<file path="src/rtl/pixel_pkg.sv">
// Shared definitions for the pixel stream sequencer: ALU op-codes, FSM states
// and the operand-byte conditioning used in front of the ALU.
package pixel_pkg;

  localparam logic [2:0] OP_PASS = 3'd0;
  localparam logic [2:0] OP_ADD  = 3'd1;
  localparam logic [2:0] OP_SUB  = 3'd2;
  localparam logic [2:0] OP_XOR  = 3'd3;
  localparam logic [2:0] OP_SHR  = 3'd4;
  localparam logic [2:0] OP_SHL  = 3'd5;
  localparam logic [2:0] OP_ROR  = 3'd6;
  localparam logic [2:0] OP_ROL  = 3'd7;

  typedef enum logic [1:0] {
    IDLE  = 2'd0,
    RUN   = 2'd1,
    DRAIN = 2'd2,
    DONE  = 2'd3
  } state_t;

  // Shift/rotate codes only ever see a 0..7 amount; code 0 gets a zero operand
  // because its result is taken from operand A, not from the ALU.
  function automatic logic [7:0] operand_byte(input logic [2:0] fun, input logic [7:0] raw);
    if (fun == OP_PASS)
      return 8'h00;
    else if (fun >= OP_SHR)
      return {5'b00000, raw[2:0]};
    else
      return raw;
  endfunction

endpackage

</file>
<file path="src/rtl/pixel_key_rotator.sv">
// Walks the 32-bit key one byte per pixel (byte 0 first) and conditions the
// selected byte for the current operation code.
module pixel_key_rotator
  import pixel_pkg::*;
(
  input  logic        clk,
  input  logic        rst,
  input  logic        i_clear,
  input  logic        i_advance,
  input  logic [31:0] i_key,
  input  logic [2:0]  i_fun,
  output logic [7:0]  o_operand
);

  logic [1:0] r_idx;
  logic [7:0] w_raw;

  // Byte index: restarts at 0 for each command, steps once per consumed pixel.
  always_ff @(posedge clk) begin
    if (rst)
      r_idx <= 2'd0;
    else if (i_clear)
      r_idx <= 2'd0;
    else if (i_advance)
      r_idx <= r_idx + 2'd1;
  end

  // Byte mux plus shift-amount masking.
  always_comb begin
    w_raw = 8'h00;
    case (r_idx)
      2'd0: w_raw = i_key[7:0];
      2'd1: w_raw = i_key[15:8];
      2'd2: w_raw = i_key[23:16];
      2'd3: w_raw = i_key[31:24];
      default: w_raw = 8'h00;
    endcase
    o_operand = operand_byte(i_fun, w_raw);
  end

endmodule

</file>
<file path="src/rtl/pixel_stream_sequencer.sv">
// Streams a run of pixels from source memory through the external
// combinational ALU and writes the results to destination memory.
// Pipeline: read issue -> data/operand capture -> result capture -> write.
module pixel_stream_sequencer
  import pixel_pkg::*;
#(
  parameter int ADDR_W = 16,
  parameter int LEN_W  = 16
) (
  input  logic              clk,
  input  logic              rst,
  input  logic              cmd_valid,
  output logic              cmd_ready,
  input  logic [ADDR_W-1:0] cmd_src,
  input  logic [ADDR_W-1:0] cmd_dst,
  input  logic [LEN_W-1:0]  cmd_len,
  input  logic [2:0]        cmd_fun,
  input  logic [31:0]       cmd_key,
  output logic              rd_en,
  output logic [ADDR_W-1:0] rd_addr,
  input  logic [7:0]        rd_data,
  output logic [7:0]        alu_a,
  output logic [7:0]        alu_b,
  output logic [2:0]        alu_fun,
  input  logic [7:0]        alu_result,
  output logic              wr_en,
  output logic [ADDR_W-1:0] wr_addr,
  output logic [7:0]        wr_data,
  output logic              busy,
  output logic              done
);

  state_t r_state, w_next;

  logic              w_accept;
  logic [7:0]        w_operand;
  logic [ADDR_W-1:0] r_rd_addr;
  logic [ADDR_W-1:0] r_wr_ptr;
  logic [ADDR_W-1:0] r_wr_addr;
  logic [LEN_W-1:0]  r_remain;
  logic [2:0]        r_fun;
  logic [31:0]       r_key;
  logic              r_s2_vld;
  logic              r_s3_vld;
  logic [7:0]        r_alu_a;
  logic [7:0]        r_alu_b;
  logic [7:0]        r_wr_data;
  logic              r_wr_en;

  assign w_accept = cmd_valid && cmd_ready;

  // FSM state register.
  always_ff @(posedge clk) begin
    if (rst)
      r_state <= IDLE;
    else
      r_state <= w_next;
  end

  // Next state: RUN ends on the last issued read, DRAIN ends once stages 2 and 3 are empty.
  always_comb begin
    w_next = r_state;
    case (r_state)
      IDLE:    if (w_accept) w_next = (cmd_len == '0) ? DONE : RUN;
      RUN:     if (r_remain == LEN_W'(1)) w_next = DRAIN;
      DRAIN:   if (!r_s2_vld && !r_s3_vld) w_next = DONE;
      DONE:    w_next = IDLE;
      default: w_next = IDLE;
    endcase
  end

  // State-decoded outputs.
  always_comb begin
    cmd_ready = 1'b0;
    busy      = 1'b1;
    done      = 1'b0;
    rd_en     = 1'b0;
    case (r_state)
      IDLE: begin
        cmd_ready = 1'b1;
        busy      = 1'b0;
      end
      RUN:     rd_en = 1'b1;
      DONE:    done  = 1'b1;
      default: ;
    endcase
  end

  pixel_key_rotator u_key_rotator (
    .clk       (clk),
    .rst       (rst),
    .i_clear   (w_accept),
    .i_advance (r_s2_vld),
    .i_key     (r_key),
    .i_fun     (r_fun),
    .o_operand (w_operand)
  );

  // Command latch, address counters and the three pipeline stages.
  always_ff @(posedge clk) begin
    if (rst) begin
      r_rd_addr <= '0;
      r_wr_ptr  <= '0;
      r_wr_addr <= '0;
      r_remain  <= '0;
      r_fun     <= 3'd0;
      r_key     <= 32'd0;
      r_s2_vld  <= 1'b0;
      r_s3_vld  <= 1'b0;
      r_alu_a   <= 8'h00;
      r_alu_b   <= 8'h00;
      r_wr_data <= 8'h00;
      r_wr_en   <= 1'b0;
    end else begin
      r_s2_vld <= rd_en;
      r_s3_vld <= r_s2_vld;
      r_wr_en  <= r_s3_vld;

      if (w_accept) begin
        r_rd_addr <= cmd_src;
        r_remain  <= cmd_len;
        r_fun     <= cmd_fun;
        r_key     <= cmd_key;
      end else if (rd_en) begin
        r_rd_addr <= r_rd_addr + ADDR_W'(1);
        r_remain  <= r_remain - LEN_W'(1);
      end

      if (r_s2_vld) begin
        r_alu_a <= rd_data;
        r_alu_b <= w_operand;
      end

      // Pass-through code ignores the ALU, whose output is undefined for it.
      if (w_accept) begin
        r_wr_ptr <= cmd_dst;
      end else if (r_s3_vld) begin
        r_wr_data <= (r_fun == OP_PASS) ? r_alu_a : alu_result;
        r_wr_addr <= r_wr_ptr;
        r_wr_ptr  <= r_wr_ptr + ADDR_W'(1);
      end
    end
  end

  assign rd_addr = r_rd_addr;
  assign alu_a   = r_alu_a;
  assign alu_b   = r_alu_b;
  assign alu_fun = r_fun;
  assign wr_en   = r_wr_en;
  assign wr_addr = r_wr_addr;
  assign wr_data = r_wr_data;

endmodule

</file>
<file path="config.mk">
export PLATFORM = sky130hd
export DESIGN_NAME = pixel_stream_sequencer
export DESIGN_NICKNAME = d
export VERILOG_FILES = /design/src/rtl/pixel_pkg.sv /design/src/rtl/pixel_key_rotator.sv /design/src/rtl/pixel_stream_sequencer.sv
export SDC_FILE = /design/constraint.sdc
export NUM_CORES = 1
export LEC_CHECK = 0
export CAP_MARGIN = 20
export CORE_MARGIN = 4
export CORE_UTILIZATION = 30
export DETAILED_ROUTE_END_ITERATION = 10
export HOLD_SLACK_MARGIN = 0.08
export PLACE_DENSITY = 0.59
export SLEW_MARGIN = 15
export SYNTH_ARGS = -nofsm -noshare
export SYNTH_HDL_FRONTEND = slang
export SYNTH_SLANG_ARGS = --single-unit
</file>
<file path="constraint.sdc">
create_clock -name clk -period 2.15 [get_ports clk]
set_input_delay 0.3225 -clock clk [delete_from_list [all_inputs] [get_ports clk]]
set_output_delay 0.3225 -clock clk [all_outputs]
set_load 0.03 [all_outputs]
</file>
==> results.toml <==
[run_status]
status = "finished, violations left"
failed_checks = "setup timing"

[power]
power_density_nw_per_um2 = 1130
vdd_drop_max_v = 0.000541
p_leak_uw = 0.00292

[logic_synthesis]
synth_top_family_by_area = "simple AND/OR/NAND/NOR gates"
syn_nets = 817
ys_warn_count = 0
synth.distinct_cells = 43
ys_seq_area_share_pct = 45.0
syn_inst = 703
ys_async_sr_fraction_pct = 0
synthFlopType = "dfxtp_1"
synth_seq_cells = 130
syn_avg_cell_area_um2 = 8.24
synthDominantCellAreaShare_pct = 45.0
synth_compound_area_share_pct = 16.6
yosys.area_share.adder_pct = 2.59
yosys-top-cells-area = "dfxtp_1 45%, nand2_1 8.0%, a211oi_1 5.6%"
synth_xor_area_share_pct = 4.99
syn-cell-area_um2 = 5790
yosysTopAreaCell = "dfxtp_1"
yosys.area_share.simple_pct = 23.3
synth_edf_count = 0
synthMuxAreaShare_pct = 3.29

[sta]
hold_violations = 0
rsz0062_at_grt = "yes"
fin_crit_sh_pct = 100
setup_ws_ns = -0.00232
max_slew.worst_pin.slew_ns = 0.638
max_freq_mhz = 465
setup_viol = 1
holdWs_ns = 0.283
skew_ns = 0.00773
finalWorstPathRequiredPeriod_ns = 2.15
drv_slew = 0
setup_tns_ns = -0.00232
relSlewSlack_pct = 57.4

[placement]
io_buffers = 165
hpwl_um = 11400
dp_slack_ns = -0.127
gp_congestion = 0.771
placed_cell_area_um2 = 7850

[grt]
use_met1_pct = 20.1
grt_pass1_vias = 5119
top_usage_layer = "met2"
grt_pass1_wl_um = 26800
grt_util_all_layers_pct = 15.2
grt_util_met3_pct = 4.90
antenna_found_initial = 0
grt_overflow = 0
grt_max_degree = 132
met2_usage_pct = 23.8

[worst_setup_path]
rrSetupSlack_ns = -0.002
worstSetupEndpointType = "register"
cp-start-kind = "register"
crit_path_max_fanout = 4
cp.required_ns = 2.46
criticalPathCategory = "register to register"
crit_arrival_ns = 2.47

[final_layout]
diodes = 0
nets = 973
syn_to_final_growth_pct = 46.8
drive_gt1_share_pct = 8.27
layout_commonest_cell = "clkdlybuf4s50_1"
layout_common_cells = "161 x clkdlybuf4s50_1, 129 x dfxtp_1, 122 x nand2_1"
final_area_um2 = 8500
final_util_pct = 45.1

[clock_network]
cts_tree = "built"
cts_buffers = 17
clk_pin_slew_worst_paths_ns = 0.05
worst_skew_pair.late_latency_ns = 0.41
cts.sink_count = 130
h-tree-depth = 4
ctsHoldBuffers = 0
clockBufferDepth = 2
cts_root_buf = "clkbuf_16"

[die]
die_y_um = 147
core_region_area_um2 = 18800
io_pins = 166
die_w_um = 147
rows = 50
dieArea_um2 = 21600
initial_core_util_pct = 30.7

[route]
vias_per_cell = 4.82
drc = 0
first_pass_iters = 5
antenna_left = 0
wl_per_cell_um = 14.6
drt_iter0_drc = 327
route.vias.total = 5448
drt_wl_total_um = 16500

[hold_path]
hp-class = "primary input to register"

[job]
drv_cap = 0
## area by class of cell
class	instances	area (um2)
Inverter	11	41.3
Clock inverter	8	124
Fill cell	1860	10300
Clock buffer	23	498
Multi-Input combinational cell	508	2990
Tap cell	260	325
Timing Repair Buffer	191	1920
Sequential cell	130	2600
## power by group
part	total (uW)	switching [uW]	internal [uW]	leakage, uW
logic	3180	1700	1480	0.00155
clock network	3030	1060	1970	0.000302
registers	3380	470	2910	0.00107
total	9590	3220	6370	0.00292
## kinds of logic (layout without fill, tap and decap cells)
family,Yosys count,in the layout
simple gates,294,294
compound gates,150,150
flops,130,130
buf+inv,65,233
xor+xnor,33,33
mux,19,19
fa+ha+maj,12,12
## routing by layer
metal	vias up	part of all wire [%]
met5	-	0
met4	0	0.91
met3	13	6.4
met2	127	47
met1	2524	46
li1	2784	-
## per-stage QoR
step                      std cells  power [uW]
after global routing           1131       10200
after detailed placement       1100        6590
after floorplan                 703        5340
after global placement         1100        6570
final                          1131        9590
after CTS                      1131        9690
## critical path, stage by stage (launching register included)
cell and delay, ns:
dfxtp_1 0.31, or4_4 0.54, or4_4 0.51, or4_1 0.50, a311oi_2 0.21
## worst paths after layout
kind / start / to / depth (start not counted)
max reg2reg: r_remain[5] / r_remain[14] / 4
max: r_remain[5] / r_remain[14] / 4
min reg2reg: wr_addr[2] / wr_addr[2] / 2
min: rst / r_remain[11] / 3
## state kept, by name, summed over array words and instances, names as in the netlist
register and cells:
alu_a 8, alu_b 8, alu_fun 3, r_key 32
r_remain 16, r_s2_vld 1, r_s3_vld 1, r_state 2
r_wr_ptr 16, rd_addr 16, u_key_rotator.r_idx 2, wr_addr 16
wr_data 8, wr_en 1
## synthesized netlist by cell type (3+ instances only)
| library cell | n |
|---|---|
| a21oi_1 | 63 |
| ha_1 | 12 |
| nor2b_1 | 8 |
| mux2i_1 | 19 |
| o21ai_0 | 16 |
| and2_1 | 3 |
| clkbuf_1 | 47 |
| nand3_1 | 11 |
| dfxtp_1 | 130 |
| nor2_1 | 73 |
| nand2b_1 | 4 |
| nand4_1 | 10 |
| nor3_1 | 14 |
| xor2_1 | 8 |
| a311oi_1 | 10 |
| and3_1 | 3 |
| nor3b_1 | 3 |
| a222oi_1 | 8 |
| or4_1 | 7 |
| nand2_1 | 123 |
| xnor2_1 | 25 |
| or3_1 | 10 |
| a211oi_1 | 43 |
| inv_1 | 11 |
| buf_1 | 4 |
| nor4_1 | 15 |
## repair_timing
action / in CTS / in global routing
pin swaps: 5 / 0
setup buffers: 0 / 0
hold endpoints to repair: 0 / 0
endpoints found under the setup margin: 7 / 6
resized for setup: 6 / 4
No activity file was read; power rests on OpenSTA's default activity.
